$ cat src/rtl/wave_mode_pkg.sv
// ============================================================================
// wave_mode_pkg : shared types and mode-step helpers for wave_mode_ctrl
// Rev 1.0
// ============================================================================
`default_nettype none

package wave_mode_pkg;

    typedef enum logic [1:0] {
        IDLE  = 2'd0,
        REQ   = 2'd1,
        BLINK = 2'd2
    } state_e;

    typedef enum logic [1:0] {
        DIR_NONE = 2'd0,
        DIR_NEXT = 2'd1,
        DIR_PREV = 2'd2
    } press_dir_e;

    function automatic int next_mode(input int mode, input int n_modes);
        return (mode == n_modes - 1) ? 0 : mode + 1;
    endfunction

    function automatic int prev_mode(input int mode, input int n_modes);
        return (mode == 0) ? n_modes - 1 : mode - 1;
    endfunction

endpackage

`default_nettype wire

$ cat src/rtl/wave_mode_timer.sv
// ============================================================================
// wave_mode_timer : clear/enable up-counter that saturates at a terminal value
// Rev 1.0
// ============================================================================
`default_nettype none

module wave_mode_timer #(
    parameter int W = 4
) (
    input  logic         i_clk,
    input  logic         i_rst,
    input  logic         i_clr,
    input  logic         i_en,
    input  logic [W-1:0] i_term,
    output logic         o_tc
);

    logic [W-1:0] r_cnt;

    // Holds at the terminal value so a missed state change can never wrap.
    always_ff @(posedge i_clk) begin
        if (!i_rst || i_clr) begin
            r_cnt <= '0;
        end else if (i_en && (r_cnt != i_term)) begin
            r_cnt <= r_cnt + 1'b1;
        end
    end

    assign o_tc = (r_cnt == i_term);

endmodule

`default_nettype wire

$ cat src/rtl/wave_mode_ctrl.sv
// ============================================================================
// wave_mode_ctrl : NEXT/PREV waveform selector with req/ack commit and LED blink
// Rev 1.0
// ============================================================================
`default_nettype none

module wave_mode_ctrl
    import wave_mode_pkg::*;
#(
    parameter int N_MODES      = 4,
    parameter int MODE_W       = 2,
    parameter int ACK_TIMEOUT  = 1024,
    parameter int BLINK_CYCLES = 25000000
) (
    input  logic              i_clk,
    input  logic              i_rst,
    input  logic              i_next,
    input  logic              i_prev,
    input  logic              i_ack,
    output logic [MODE_W-1:0] o_mode,
    output logic              o_req,
    output logic              o_busy,
    output logic              o_led,
    output logic              o_err
);

    localparam int TMR_MAX = (ACK_TIMEOUT > BLINK_CYCLES) ? ACK_TIMEOUT : BLINK_CYCLES;
    localparam int TMR_W   = (TMR_MAX > 1) ? $clog2(TMR_MAX) : 1;

    state_e            r_state, w_state_nxt;
    press_dir_e        r_pend,  w_pend_nxt;
    logic [MODE_W-1:0] r_mode,  w_mode_nxt;
    logic [MODE_W-1:0] r_commit, w_commit_nxt;
    logic              r_err,   w_err_nxt;

    press_dir_e        w_dir;
    press_dir_e        w_step_dir;
    logic [MODE_W-1:0] w_mode_step;
    logic [TMR_W-1:0]  w_term;
    logic              w_tc;
    logic              w_tmr_clr;

    // Simultaneous NEXT and PREV cancel each other out.
    always_comb begin
        w_dir = DIR_NONE;
        case ({i_next, i_prev})
            2'b10:   w_dir = DIR_NEXT;
            2'b01:   w_dir = DIR_PREV;
            default: w_dir = DIR_NONE;
        endcase
    end

    assign w_step_dir  = (r_pend != DIR_NONE) ? r_pend : w_dir;
    assign w_mode_step = (w_step_dir == DIR_PREV) ? MODE_W'(prev_mode(int'(r_mode), N_MODES))
                                                  : MODE_W'(next_mode(int'(r_mode), N_MODES));

    assign w_term    = (r_state == REQ) ? TMR_W'(ACK_TIMEOUT - 1) : TMR_W'(BLINK_CYCLES - 1);
    assign w_tmr_clr = (w_state_nxt != r_state) || (r_state == IDLE);

    wave_mode_timer #(
        .W (TMR_W)
    ) u_timer (
        .i_clk  (i_clk),
        .i_rst  (i_rst),
        .i_clr  (w_tmr_clr),
        .i_en   (1'b1),
        .i_term (w_term),
        .o_tc   (w_tc)
    );

    always_ff @(posedge i_clk) begin
        if (!i_rst) begin
            r_state  <= IDLE;
            r_pend   <= DIR_NONE;
            r_mode   <= '0;
            r_commit <= '0;
            r_err    <= 1'b0;
        end else begin
            r_state  <= w_state_nxt;
            r_pend   <= w_pend_nxt;
            r_mode   <= w_mode_nxt;
            r_commit <= w_commit_nxt;
            r_err    <= w_err_nxt;
        end
    end

    always_comb begin
        w_state_nxt  = r_state;
        w_pend_nxt   = r_pend;
        w_mode_nxt   = r_mode;
        w_commit_nxt = r_commit;
        w_err_nxt    = r_err;
        case (r_state)
            IDLE: begin
                if (w_step_dir != DIR_NONE) begin
                    w_commit_nxt = r_mode;
                    w_mode_nxt   = w_mode_step;
                    w_pend_nxt   = DIR_NONE;
                    w_state_nxt  = REQ;
                end
            end
            REQ: begin
                if (r_pend == DIR_NONE) begin
                    w_pend_nxt = w_dir;
                end
                if (i_ack) begin
                    w_commit_nxt = r_mode;
                    w_err_nxt    = 1'b0;
                    w_state_nxt  = BLINK;
                end else if (w_tc) begin
                    w_mode_nxt  = r_commit;
                    w_err_nxt   = 1'b1;
                    w_state_nxt = IDLE;
                end
            end
            BLINK: begin
                if (r_pend == DIR_NONE) begin
                    w_pend_nxt = w_dir;
                end
                if (w_tc) begin
                    w_state_nxt = IDLE;
                end
            end
            default: begin
                w_state_nxt = IDLE;
            end
        endcase
    end

    assign o_mode = r_mode;
    assign o_req  = (r_state == REQ);
    assign o_busy = (r_state != IDLE);
    assign o_led  = (r_state == BLINK);
    assign o_err  = r_err;

endmodule

`default_nettype wire
$ cat config.mk
export PLATFORM = sky130hd
export DESIGN_NAME = wave_mode_ctrl
export DESIGN_NICKNAME = d
export VERILOG_FILES = /design/src/rtl/wave_mode_pkg.sv /design/src/rtl/wave_mode_timer.sv /design/src/rtl/wave_mode_ctrl.sv
export SDC_FILE = /design/constraint.sdc
export NUM_CORES = 1
export LEC_CHECK = 0
export CAP_MARGIN = 10
export CORE_AREA = 4 4 69 71
export DETAILED_ROUTE_END_ITERATION = 12
export DIE_AREA = 0 0 73 75
export HOLD_SLACK_MARGIN = 0.05
export PLACE_DENSITY_LB_ADDON = 0.3
export SLEW_MARGIN = 20
export SYNTH_ARGS = -nofsm -noshare
export SYNTH_HDL_FRONTEND = slang
export SYNTH_SLANG_ARGS = --single-unit
$ cat constraint.sdc
create_clock -name i_clk -period 2.1 [get_ports i_clk]
set_clock_uncertainty 0.05 [all_clocks]
set_input_delay 0.42 -clock i_clk [delete_from_list [all_inputs] [get_ports i_clk]]
set_output_delay 0.42 -clock i_clk [all_outputs]
set_load 0.05 [all_outputs]
==> flow_summary.toml, run 1 <==
[status]
status = "complete, but fails checks"
violations = "negative setup slack"

[floorplan]
core-area_um2 = 4230
initial_core_util_pct = 51.4
io_pins = 11
die_w_um = 73
dieArea_um2 = 5480
die_y_um = 75
rows = 24

[clock_tree]
cts_root_buf = "clkbuf_8"
cts.htree.levels = 2
insertion_delay_ps = 290
cts_tree = "built"
cts_buffers = 5
cts.sinks = 34
postCtsHoldBufs = 0
cts_buffer_depth = 2
clkTransAtPathRegs_ps = 70

[timing]
max_freq_ghz = 0.472
fin_crit_sh_pct = 101
timing.hold.ws_ps = 435
maxSlewViolCount = 0
worst_slack_ps = -17.2
setup-violations-final = 1
rsz0062_at_grt = "true"
fin_crit_ps = 2120
final_hold_viol_count = 0
max_slew_margin_pct = 65.8
worst_pin_slew_ps = 511

[power]
power_density_nw_per_um2 = 656
vdd_ir_drop_max_v = 0.000440
total_power_mw = 1.80
power_leakage_nw = 0.889

[grt]
grt_pass1_wl_um = 8450
track_usage_pct = 19.8
antenna_found_initial = 0
first_global_vias = 1842
grt_max_degree = 18
grt_overflow = 0

[placed_design]
placed_area_um2 = 2560
place_congestion = 0.789
post-dp-hpwl_um = 3500
dp.cells = 320
port_buffers = 10

[synthesis]
syn-num-nets = 251
postSynth.asyncResetShare_pct = 0
synthesis.area_um2 = 2170
synthCells = 239
synth-seq-cells = 34
syn_area_per_cell_um2 = 9.10
yosysWarningCount = 0
yosys_most_used_dff = "dfxtp_1"
synth.distinct_cells = 46
yosysSeqAreaShare_pct = 31.3
synth_edf_count = 0

[route]
drt_iter0_markers = 151
antenna_left = 0
num_vias = 1996
dr.pass1.iters = 4
wl_um = 5180
routedWlPerCell_um = 15.8
via_per_inst = 6.07
remaining_drc_errors = 0

[final_layout]
drive_above_1_share_pct = 34.3
syn_to_final_growth_pct = 26.2
layoutNonFillerInstCount = 329
fillers = 362
final_cell_area_um2 = 2750
fin_nets = 288
diodes = 0

[worst_hold_path]
worst_hold_path_type = "register to register"
hold_start = "o_err$_SDFFE_PN0P_"

[critical_path]
rr_worst_depth = 8
r2r-end = "r_state[1]$_SDFF_PN0_"
endpoint = "r_state[1]$_SDFF_PN0_"
r2r_start = "r_state[1]$_SDFF_PN0_"
criticalPathCategory = "register to register"
worst_setup_path_start_kind = "register"
worstSetupStartpoint = "r_state[1]$_SDFF_PN0_"
cp_max_fo = 8
reg2reg_slack_ps = -20
arrival_ps = 2250
worstPathRequired_ps = 2230
critPathCaptureType = "register"

[run]
maxCapViolations = 0
==> final cells by class <==
class                   instances  area [µm²]  area share (%)
well taps                      52        65.1            2.37
clock buffers                   7        86.3            3.14
inverters                       9        33.8            1.23
flip-flops and latches         34         683            24.9
multi-input cells             184        1490            54.3
clock inverters                 1        5.00           0.182
repair buffers                 42         382            13.9
==> through the flow <==
stage	setup slack, ps	TNS [ps]	utilization (%)
6_report	-17.2	-17.2	64.8
3_5_place_dp	-105	-2070	60.6
3_3_place_gp	-61.4	-1070	60.6
2_1_floorplan	-195	-4350	-
5_1_grt	-98.0	-1210	64.8
4_1_cts	8.77	0	63.1
==> state kept, by name, indices dropped and copies added (netlist names) <==
signal         count
o_mode             2
o_err              1
u_timer.r_cnt     25
r_state            2
r_pend             2
r_commit           2
==> where the power goes <==
part	total [mW]	switching [mW]	leakage, nW	internal (mW)
logic	0.586	0.346	0.565	0.240
clock network	0.510	0.245	0.0482	0.265
registers	0.705	0.0297	0.276	0.676
==> routing by layer <==
layer	share of wire, %	wire length [µm]	global-route usage (%)	up-vias
met2	49	2550	33.8	48
met1	46	2360	25.0	961
met5	0	0	0	-
li1	-	-	-	981
met4	1.1	59	6.56	0
met3	4.0	209	3.87	6
==> cells by family (layout without fill, tap and decap cells) <==
group | after synthesis | after routing | synth area share [%]
muxes | 5 | 5 | 2.30
adders and majority gates | 7 | 7 | 4.03
and+or+nand+nor | 107 | 107 | 30.6
xor gates and xnor gates | 9 | 9 | 3.63
buffers and inverters | 21 | 59 | 5.58
DFF | 34 | 34 | 31.3
AOI/OAI and AO/OA | 56 | 56 | 22.6
==> repair_timing <==
item                       CTS  global route
buffers inserted             0             1
setup endpoints to repair   25            28
gates resized for setup      3            14
pin swaps                    1             1
==> worst max-delay path, cell delays in order, from the launching register on <==
cell	delay, ps
dfxtp_2	320
inv_2	70
ha_4	140
or4b_4	460
nor3_4	230
o221a_4	280
buf_12	140
o21bai_1	80
a41o_1	230
==> how the worst min path moves through the flow <==
stage,to,slack [ps],cells after the start
3_5_place_dp,o_err$_SDFFE_PN0P_,430,2
6_report,o_err$_SDFFE_PN0P_,430,2
4_1_cts,o_err$_SDFFE_PN0P_,440,2
3_3_place_gp,o_err$_SDFFE_PN0P_,420,2
5_1_grt,u_timer.r_cnt[4]$_SDFFE_PP0N_,480,2
2_1_floorplan,r_pend[0]$_SDFFE_PN0P_,410,2
==> cells in the mapped netlist, types with 2 or more instances <==
cell	n	share of area [%]
nand4_1	7	2.0
o31ai_1	5	1.7
nor3_2	11	5.1
mux2i_1	5	2.3
a21oi_1	6	1.4
a21boi_0	2	0.69
o21bai_1	2	0.69
nand3_1	13	3.0
clkbuf_1	6	1.0
and4_1	2	0.81
and3_1	2	0.58
nor4_1	5	1.4
a211oi_2	15	8.6
o21ai_0	5	1.2
o41ai_1	3	1.2
nor3_1	7	1.6
nand2b_1	5	1.4
buf_6	2	1.0
nor2b_1	4	1.2
or3_1	12	3.5
nor2_1	10	1.7
ha_1	7	4.0
dfxtp_1	34	31
nand3b_1	2	0.69
nand2_1	15	2.6
o21ai_1	9	2.1
buf_8	2	1.4
xnor2_1	9	3.6
inv_1	9	1.6
or4_1	7	2.4
==> cell usage in the layout, fill, tap and decap left out, types with 3 or more instances in the layout <==
master,count
a211oi_2,15
a21oi_1,4
buf_12,3
buf_4,29
buf_6,3
clkbuf_8,6
clkdlybuf4s50_1,7
dfxtp_1,32
ha_1,5
inv_1,7
mux2i_1,4
nand2_1,15
nand2b_1,5
nand3_1,13
nand4_1,7
nor2_1,10
nor2b_1,4
nor3_1,7
nor3_2,10
o21ai_0,5
o21ai_1,5
o21ai_2,4
o31ai_1,5
o41ai_1,3
or3_1,12
or4_1,5
xnor2_1,9
No activity file was read; power rests on OpenSTA's default activity.
==> inputs of run 2 (changes only) <==
--- a/config.mk
+++ b/config.mk
@@ -6,11 +6,15 @@
 export NUM_CORES = 1
 export LEC_CHECK = 0
 export CAP_MARGIN = 10
-export CORE_AREA = 4 4 69 71
+export CELL_PAD_IN_SITES_DETAIL_PLACEMENT = 1
+export CELL_PAD_IN_SITES_GLOBAL_PLACEMENT = 1
+export CORE_AREA = 4 4 77 79
 export DETAILED_ROUTE_END_ITERATION = 12
-export DIE_AREA = 0 0 73 75
+export DIE_AREA = 0 0 81 83
 export HOLD_SLACK_MARGIN = 0.05
+export MAX_ROUTING_LAYER = met4
 export PLACE_DENSITY_LB_ADDON = 0.3
+export RECOVER_POWER = 25
 export SLEW_MARGIN = 20
 export SYNTH_ARGS = -nofsm -noshare
 export SYNTH_HDL_FRONTEND = slang
==> run 2 against run 1 <==
Net effect:
- the flow still finishes with violations (negative setup slack)
- clock-buffer cell count unchanged
- via count increased by 1.2%
- wire length increased by 12%
- clock power decreased by 0.8%
- critical path depth unchanged
- combinational power increased by 3%
- final cell count increased by 7.6%
- cell area increased by 2.2%
- sequential cell count unchanged
- sequential share of layout area decreased by 0.53 points
- worst setup slack got worse by 100 ps
- global-route usage decreased by 1.1 points
- critical path type unchanged
- critical endpoint is now u_timer.r_cnt[14]$_SDFFE_PP0N_
- largest power group unchanged
==> flow_summary.toml, run 2 (same netlist as run 1, synthesis figures left out) <==
[status]
status = "complete, but fails checks"
violations = "negative setup slack"

[placed_design]
place_ws_ps = -87.1
port_buffers = 10
place_congestion = 0.787
placed_area_um2 = 2600
post-dp-hpwl_um = 4110

[critical_path]
slowest_delay_ps = 480
rr_worst_depth = 8
worstSetupStartpoint = "r_state[1]$_SDFF_PN0_"
slowest_stage = "or4b_4"
reg2reg_slack_ps = -120
criticalPathCategory = "register to register"
arrival_ps = 2370
crit_chain = "inv_2 > ha_4 > or4b_4 > nor3_4 > o221a_4 > buf_12 > o21ai_1 > a211oi_2"
worst_setup_path_start_kind = "register"
critPathCaptureType = "register"
cp_max_fo = 11
r2r-end = "u_timer.r_cnt[14]$_SDFFE_PP0N_"
endpoint = "u_timer.r_cnt[14]$_SDFFE_PP0N_"
worstPathRequired_ps = 2260
r2r_start = "r_state[1]$_SDFF_PN0_"

[timing]
setup-tns-final_ps = -2430
fin_crit_sh_pct = 106
max_slew_margin_pct = 66.4
worst_pin_slew_ps = 502
fin_crit_ps = 2220
max_freq_ghz = 0.451
final_hold_viol_count = 0
rsz0062_at_grt = "true"
worst_slack_ps = -118
maxSlewViolCount = 0
setup-violations-final = 29

[floorplan]
core-area_um2 = 5340
die_y_um = 83
io_pins = 11
initial_core_util_pct = 40.7
rows = 27
dieArea_um2 = 6720
die_w_um = 81

[grt]
grt_overflow = 0
first_global_vias = 2067
grt_pass1_wl_um = 9920
grt_max_degree = 26
antenna_found_initial = 0
track_usage_pct = 18.7

[final_layout]
diodes = 0
final_cell_mix = "buf_4 (33), dfxtp_1 (32), a211oi_2 (16), nand2_1 (15), nand3_1 (13)"
syn_to_final_growth_pct = 29.0
drive_above_1_share_pct = 34.0
post-route-util_pct = 52.6
fin_nets = 293
layout_commonest_cell = "buf_4"
final_cell_area_um2 = 2810
top_register = "u_timer.r_cnt"
largest_register_ffs = 25

[route]
num_vias = 2019
routedWlPerCell_um = 16.4
wl_um = 5810
drt_iter0_markers = 113
remaining_drc_errors = 0
antenna_left = 0
via_per_inst = 5.70
dr.pass1.iters = 4

[worst_hold_path]
worst_hold_path_type = "register to register"

[power]
power_frac_seq_pct = 38.9
power_leakage_nw = 0.923
p_int_mw = 1.19
power_density_nw_per_um2 = 648
pwr-share-clk_pct = 27.8
p_comb_share_pct = 33.3
switching_share_pct = 34.4
vdd_ir_drop_max_v = 0.000337
p_switching_mw = 0.626
total_power_mw = 1.82

[clock_tree]
clkTransAtPathRegs_ps = 70
cts_tree = "built"
postCtsHoldBufs = 0
insertion_delay_ps = 280
cts_buffers = 5
cts.htree.levels = 2
cts_buffer_depth = 2
cts_root_buf = "clkbuf_8"
cts.sinks = 34

[run]
maxCapViolations = 0
[run 2: area by class of cell]
class | instances | area, µm²
fill | 646 | 2530
inverter | 9 | 33.8
multi-input combinational | 184 | 1460
sequential | 34 | 683
clock buffer | 7 | 86.3
timing repair buffer | 47 | 445
clock inverter | 1 | 5.00
tap | 72 | 90.1
[run 2: worst min path at each step]
stage / startpoint / end / cells past startpoint
finish: o_err$_SDFFE_PN0P_ / o_err$_SDFFE_PN0P_ / 2
global route: o_err$_SDFFE_PN0P_ / o_err$_SDFFE_PN0P_ / 2
CTS: o_err$_SDFFE_PN0P_ / o_err$_SDFFE_PN0P_ / 2
detailed placement: o_err$_SDFFE_PN0P_ / o_err$_SDFFE_PN0P_ / 2
global placement: o_err$_SDFFE_PN0P_ / o_err$_SDFFE_PN0P_ / 2
floorplan: r_pend[0]$_SDFFE_PN0P_ / r_pend[0]$_SDFFE_PN0P_ / 2
[run 2: power groups by stage]
stage	clock network, mW	logic (mW)	registers, mW
after floorplan	0	0.358	0.764
after global placement	0	0.576	0.719
after detailed placement	0	0.587	0.721
after CTS	0.522	0.589	0.707
after global routing	0.554	0.654	0.713
final	0.506	0.605	0.707
[run 2: per-layer routing]
layer	vias up	GRT usage [%]	part of all wire [%]
li1	992	-	-
met1	992	23.6	47
met2	28	30.9	50
met3	7	2.71	2.5
met4	0	4.76	1.1
met5	-	-	0
[run 2: what timing repair did]
item | in CTS | in global routing
gates cloned | 0 | 1
resized for setup | 4 | 6
pin swaps | 1 | 6
setup endpoints to repair | 25 | 28
hold endpoints to repair | 0 | 0
setup buffers | 1 | 5
[run 2: through the flow]
stage / instances / hold slack [ps]
2_1_floorplan: 239 / 410
3_3_place_gp: 340 / 426
3_5_place_dp: 340 / 440
4_1_cts: 349 / 456
5_1_grt: 354 / 481
6_report: 354 / 449
[run 2: worst max-delay path: cells and delay by family (launching register included)]
kind	cells	cell delay, ps
AND/OR/NAND/NOR	2	770
flip-flops	1	330
adder cells (fa/ha/maj)	1	140
AO/OA/AOI/OAI	3	630
buffers and inverters	2	230
==> RTL edit 1, RTL diff (config.mk and constraints of run 2) <==
Set the parameter `BLINK_CYCLES` to 12500000 (it was 25000000).
--- a/src/rtl/wave_mode_ctrl.sv
+++ b/src/rtl/wave_mode_ctrl.sv
@@ -10,7 +10,7 @@
     parameter int N_MODES      = 4,
     parameter int MODE_W       = 2,
     parameter int ACK_TIMEOUT  = 1024,
-    parameter int BLINK_CYCLES = 25000000
+    parameter int BLINK_CYCLES = 12500000
 ) (
     input  logic              i_clk,
     input  logic              i_rst,
Formal check against the unedited RTL: same outputs for any inputs over 10 cycles, from zero or initial values and one cycle with i_rst low; that may be too few to reach the edited logic, so the function may still have changed.
==> RTL edit 1 against run 2 <==
- the run still ends with negative setup slack left
- highest routed layer unchanged
- design area increased by 4.9%
- setup slack got worse by 0.11 ns
- sequential cell count decreased by 1
- die area unchanged
- routed wire length increased by 12%
- area after synthesis decreased by 5.1%
- power decreased by 5.6%
==> RTL edit 1: results <==
[global_route]
first_global_vias = 2042
grt_max_degree = 17
grtUsageMet3_pct = 2.93
grt_pass1_wl_um = 10300
groute.layer.met1.usage_pct = 24.6
use_met2_pct = 32.9

[synth]
ys_types = 51
synth_nets = 240
netlist_top_cells_area = dfxtp_1 32%, a211oi_2 6.7%, or4_1 4.4%
ys_seq_area_share_pct = 32.0
ys_top_cells_by_count = 33 x dfxtp_1, 18 x nand2_1, 16 x nor3_1, 12 x or4_1
syn-mean-instance-area_um2 = 9.05
ys_async_sr_fraction_pct = 0

[place]
post-place-cells = 346
pre_cts_ws_ns = -0.287
globalplace.congestion = 0.828
port_buffers = 10
dp_hpwl_um = 4400
place_area_um2 = 2670

[outcome]
violations = negative setup slack
outcome = finished with violations

[pwr]
peakVddDrop_mv = 0.352
total_power_mw = 1.72
p_int_mw = 1.13
p_leak_nw = 0.995

[setup_path]
r2r-end = u_timer.r_cnt[19]
r2r_start = u_timer.r_cnt[8]
cp_max_fo = 7
cp_slowest_stage_delay_ns = 0.54
crit_family = simple AND/OR/NAND/NOR gates
crit_path_end = u_timer.r_cnt[19]
worstSetupEndpointType = register
worstRegToRegCells = 7
arrival_ns = 2.46

[cells_and_area]
drive_above_1_share_pct = 39.0
largest_reg_flops = 24
final_nets = 298
fin_cells = 359

[detailed_routing]
wl_met3_um = 144
wl_per_cell_um = 18.2
wl_met2_um = 3420
drtIter0Drc = 60
viasPerCell = 5.64
wl_met1_um = 2880

[timing]
finalSetupViolCount = 24
worst_slew_pin_slew_ns = 0.599
timing.final.ws_setup_ns = -0.230
tns_ns = -5.13
holdWs_ns = 0.446

[worst_hold_path]
min_path_cells = 2

[cts]
cts_resized = 9
cts_setup_buffers = 2
[RTL edit 1: power groups by stage]
| stage | combinational, mW | clock, mW | sequential, mW |
|---|---|---|---|
| after global placement | 0.505 | 0 | 0.698 |
| after CTS | 0.525 | 0.489 | 0.687 |
| after floorplan | 0.289 | 0 | 0.737 |
| after detailed placement | 0.517 | 0 | 0.702 |
| after global routing | 0.596 | 0.522 | 0.692 |
| final | 0.549 | 0.480 | 0.686 |
[RTL edit 1: kinds of logic after synthesis]
kind of cell	share of synthesized area [%]
and+or+nand+nor	27.3
AOI/OAI and AO/OA	23.6
DFF	32.0
buffers and inverters	5.70
xor gates and xnor gates	4.67
adders and majority gates	4.24
muxes	2.42
[RTL edit 1: cell type report]
class | instances | area, um2
Timing Repair Buffer | 61 | 598
Clock buffer | 8 | 80.1
Sequential cell | 33 | 673
Multi-Input combinational cell | 174 | 1460
Inverter | 11 | 43.8
Fill cell | 625 | 2390
Tap cell | 72 | 90.1
==> RTL edit 2, RTL diff (settings of run 2) <==
Without the edit above. Encoding of `state_e`: now one-hot (3 bits for 3 states).
--- a/src/rtl/wave_mode_pkg.sv
+++ b/src/rtl/wave_mode_pkg.sv
@@ -6,10 +6,10 @@
 
 package wave_mode_pkg;
 
-    typedef enum logic [1:0] {
-        IDLE  = 2'd0,
-        REQ   = 2'd1,
-        BLINK = 2'd2
+    typedef enum logic [2:0] {
+        IDLE  = 3'b001,
+        REQ   = 3'b010,
+        BLINK = 3'b100
     } state_e;
 
     typedef enum logic [1:0] {
Function: same outputs for any inputs over 10 cycles, from zero or initial values and one cycle with i_rst low; not proved beyond that.
==> RTL edit 2 against run 2 <==
- area after synthesis decreased by 17%
- synthesized cell count fell by 17%
- design area fell by 24%
- largest cell class unchanged
- critical path type is now register to output pin
- first-iteration DRC count shrank 82%
- setup slack better by 0.21 ns
- routed wire length decreased by 29%
- sequential cell count is 1 higher
Power is not compared: it rests on default switching activity, and its combinational part moved more than twofold at a synthesized area within 25%.
==> RTL edit 2: results <==
[outcome]
outcome = completed

[cells_and_area]
num-fill-cells = 656
drive_above_1_share_pct = 15.3
final_nets = 229
antenna_cells = 0

[setup_path]
worstRegToRegCells = 6
crit_path_end = o_mode[1]
cp_slowest_stage_delay_ns = 0.83
r2r-end = u_timer.r_cnt[8]
cp_max_fo = 5
arrival_ns = 1.53
crit_family = buffers and inverters
crit_start = o_mode[1]
reg2reg_slack_ns = 0.14
r2r_start = u_timer.r_cnt[21]
cp_slowest_cell = clkdlybuf4s50_1

[detailed_routing]
drtPass1Iterations = 6
drtIter0Drc = 20
wl_per_cell_um = 14.0
num_vias = 1483
antenna_left = 0

[cts]
clkSlewWorstSetupHoldPaths_ns = 0.07
cts_setup_buffers = 0
cts_resized = 0
htree_num_levels = 2

[synth]
ys_top_cells_by_count = 35 x dfxtp_1, 33 x nor2_1, 21 x xnor2_1, 10 x nand2_1
synth_nets = 207
ys_types = 48
ys_warn_count = 0
netlist_top_cells_area = dfxtp_1 39%, xnor2_1 10%, nor2_1 6.8%
ys_seq_area_share_pct = 38.6

[timing]
holdWs_ns = 0.431
slew_headroom_pct = 67.2

[global_route]
grtUsageMet3_pct = 3.80
groute.layer.met1.usage_pct = 16.2
grt_pass1_wl_um = 7000
first_global_vias = 1433
use_met2_pct = 22.0
grt_max_degree = 23
grtUsageTotal_pct = 13.8

[worst_hold_path]
hold_path_class = register to register

[pwr]
p_int_mw = 1.06
p_leak_nw = 0.715

[place]
dp_hpwl_um = 3060
globalplace.congestion = 0.728
[RTL edit 2: through the flow]
step | instances | instance area [um2] | util, % | setup WS (ns)
after CTS | 294 | 2160 | 40.4 | 0.0645
after global routing | 294 | 2140 | 40.1 | 0.0172
final | 294 | 2140 | 40.1 | 0.0951
after detailed placement | 286 | 2060 | 38.5 | 0.145
after global placement | 286 | 2060 | 38.5 | 0.179
after floorplan | 199 | 1820 | - | 0.311
[RTL edit 2: cell families (layout without fill, tap and decap cells)]
group,Yosys count,count (layout),share of synthesized area (%)
muxes,5,5,2.76
adders and majority gates,3,3,2.07
xor gates and xnor gates,25,25,12.1
DFF,35,35,38.6
buffers and inverters,13,36,5.18
AOI/OAI and AO/OA,16,16,7.04
and+or+nand+nor,102,102,32.2
[RTL edit 2: power groups by stage]
| stage | logic [mW] | registers, mW | clock network (mW) |
|---|---|---|---|
| after floorplan | 0.104 | 0.736 | 0 |
| after global placement | 0.190 | 0.714 | 0 |
| after detailed placement | 0.192 | 0.714 | 0 |
| after CTS | 0.193 | 0.699 | 0.562 |
| after global routing | 0.204 | 0.700 | 0.592 |
| final | 0.188 | 0.697 | 0.533 |
[RTL edit 2: per-layer routing]
| metal | vias to the layer above | routed length, um |
|---|---|---|
| li1 | 748 | - |
| met1 | 709 | 1880 |
| met2 | 21 | 2000 |
| met3 | 5 | 155 |
| met4 | 0 | 70 |
| met5 | - | 0 |
[RTL edit 2: how the worst min path moves through the flow]
| stage | start | to | cells past startpoint |
|---|---|---|---|
| final | r_pend[0] | r_pend[0] | 2 |
| after global routing | r_pend[0] | r_pend[0] | 2 |
| after CTS | r_pend[0] | r_pend[0] | 2 |
| after detailed placement | r_pend[0] | r_pend[0] | 2 |
| after global placement | r_pend[0] | r_pend[0] | 2 |
| after floorplan | r_pend[0] | r_pend[0] | 2 |
[RTL edit 2: layout make-up]
| type | instances | area, um2 | area share (%) |
|---|---|---|---|
| Clock buffer | 8 | 100 | 4.67 |
| Inverter | 6 | 35.0 | 1.64 |
| Multi-Input combinational cell | 151 | 1010 | 47.3 |
| Sequential cell | 35 | 701 | 32.7 |
| Tap cell | 72 | 90.1 | 4.21 |
| Timing Repair Buffer | 22 | 204 | 9.52 |
[RTL edit 2: tightest hold or removal path, stage by stage, from the launching register on]
cell and delay, ns:
dfxtp_1 0.32, nand2_1 0.05, a21boi_0 0.06
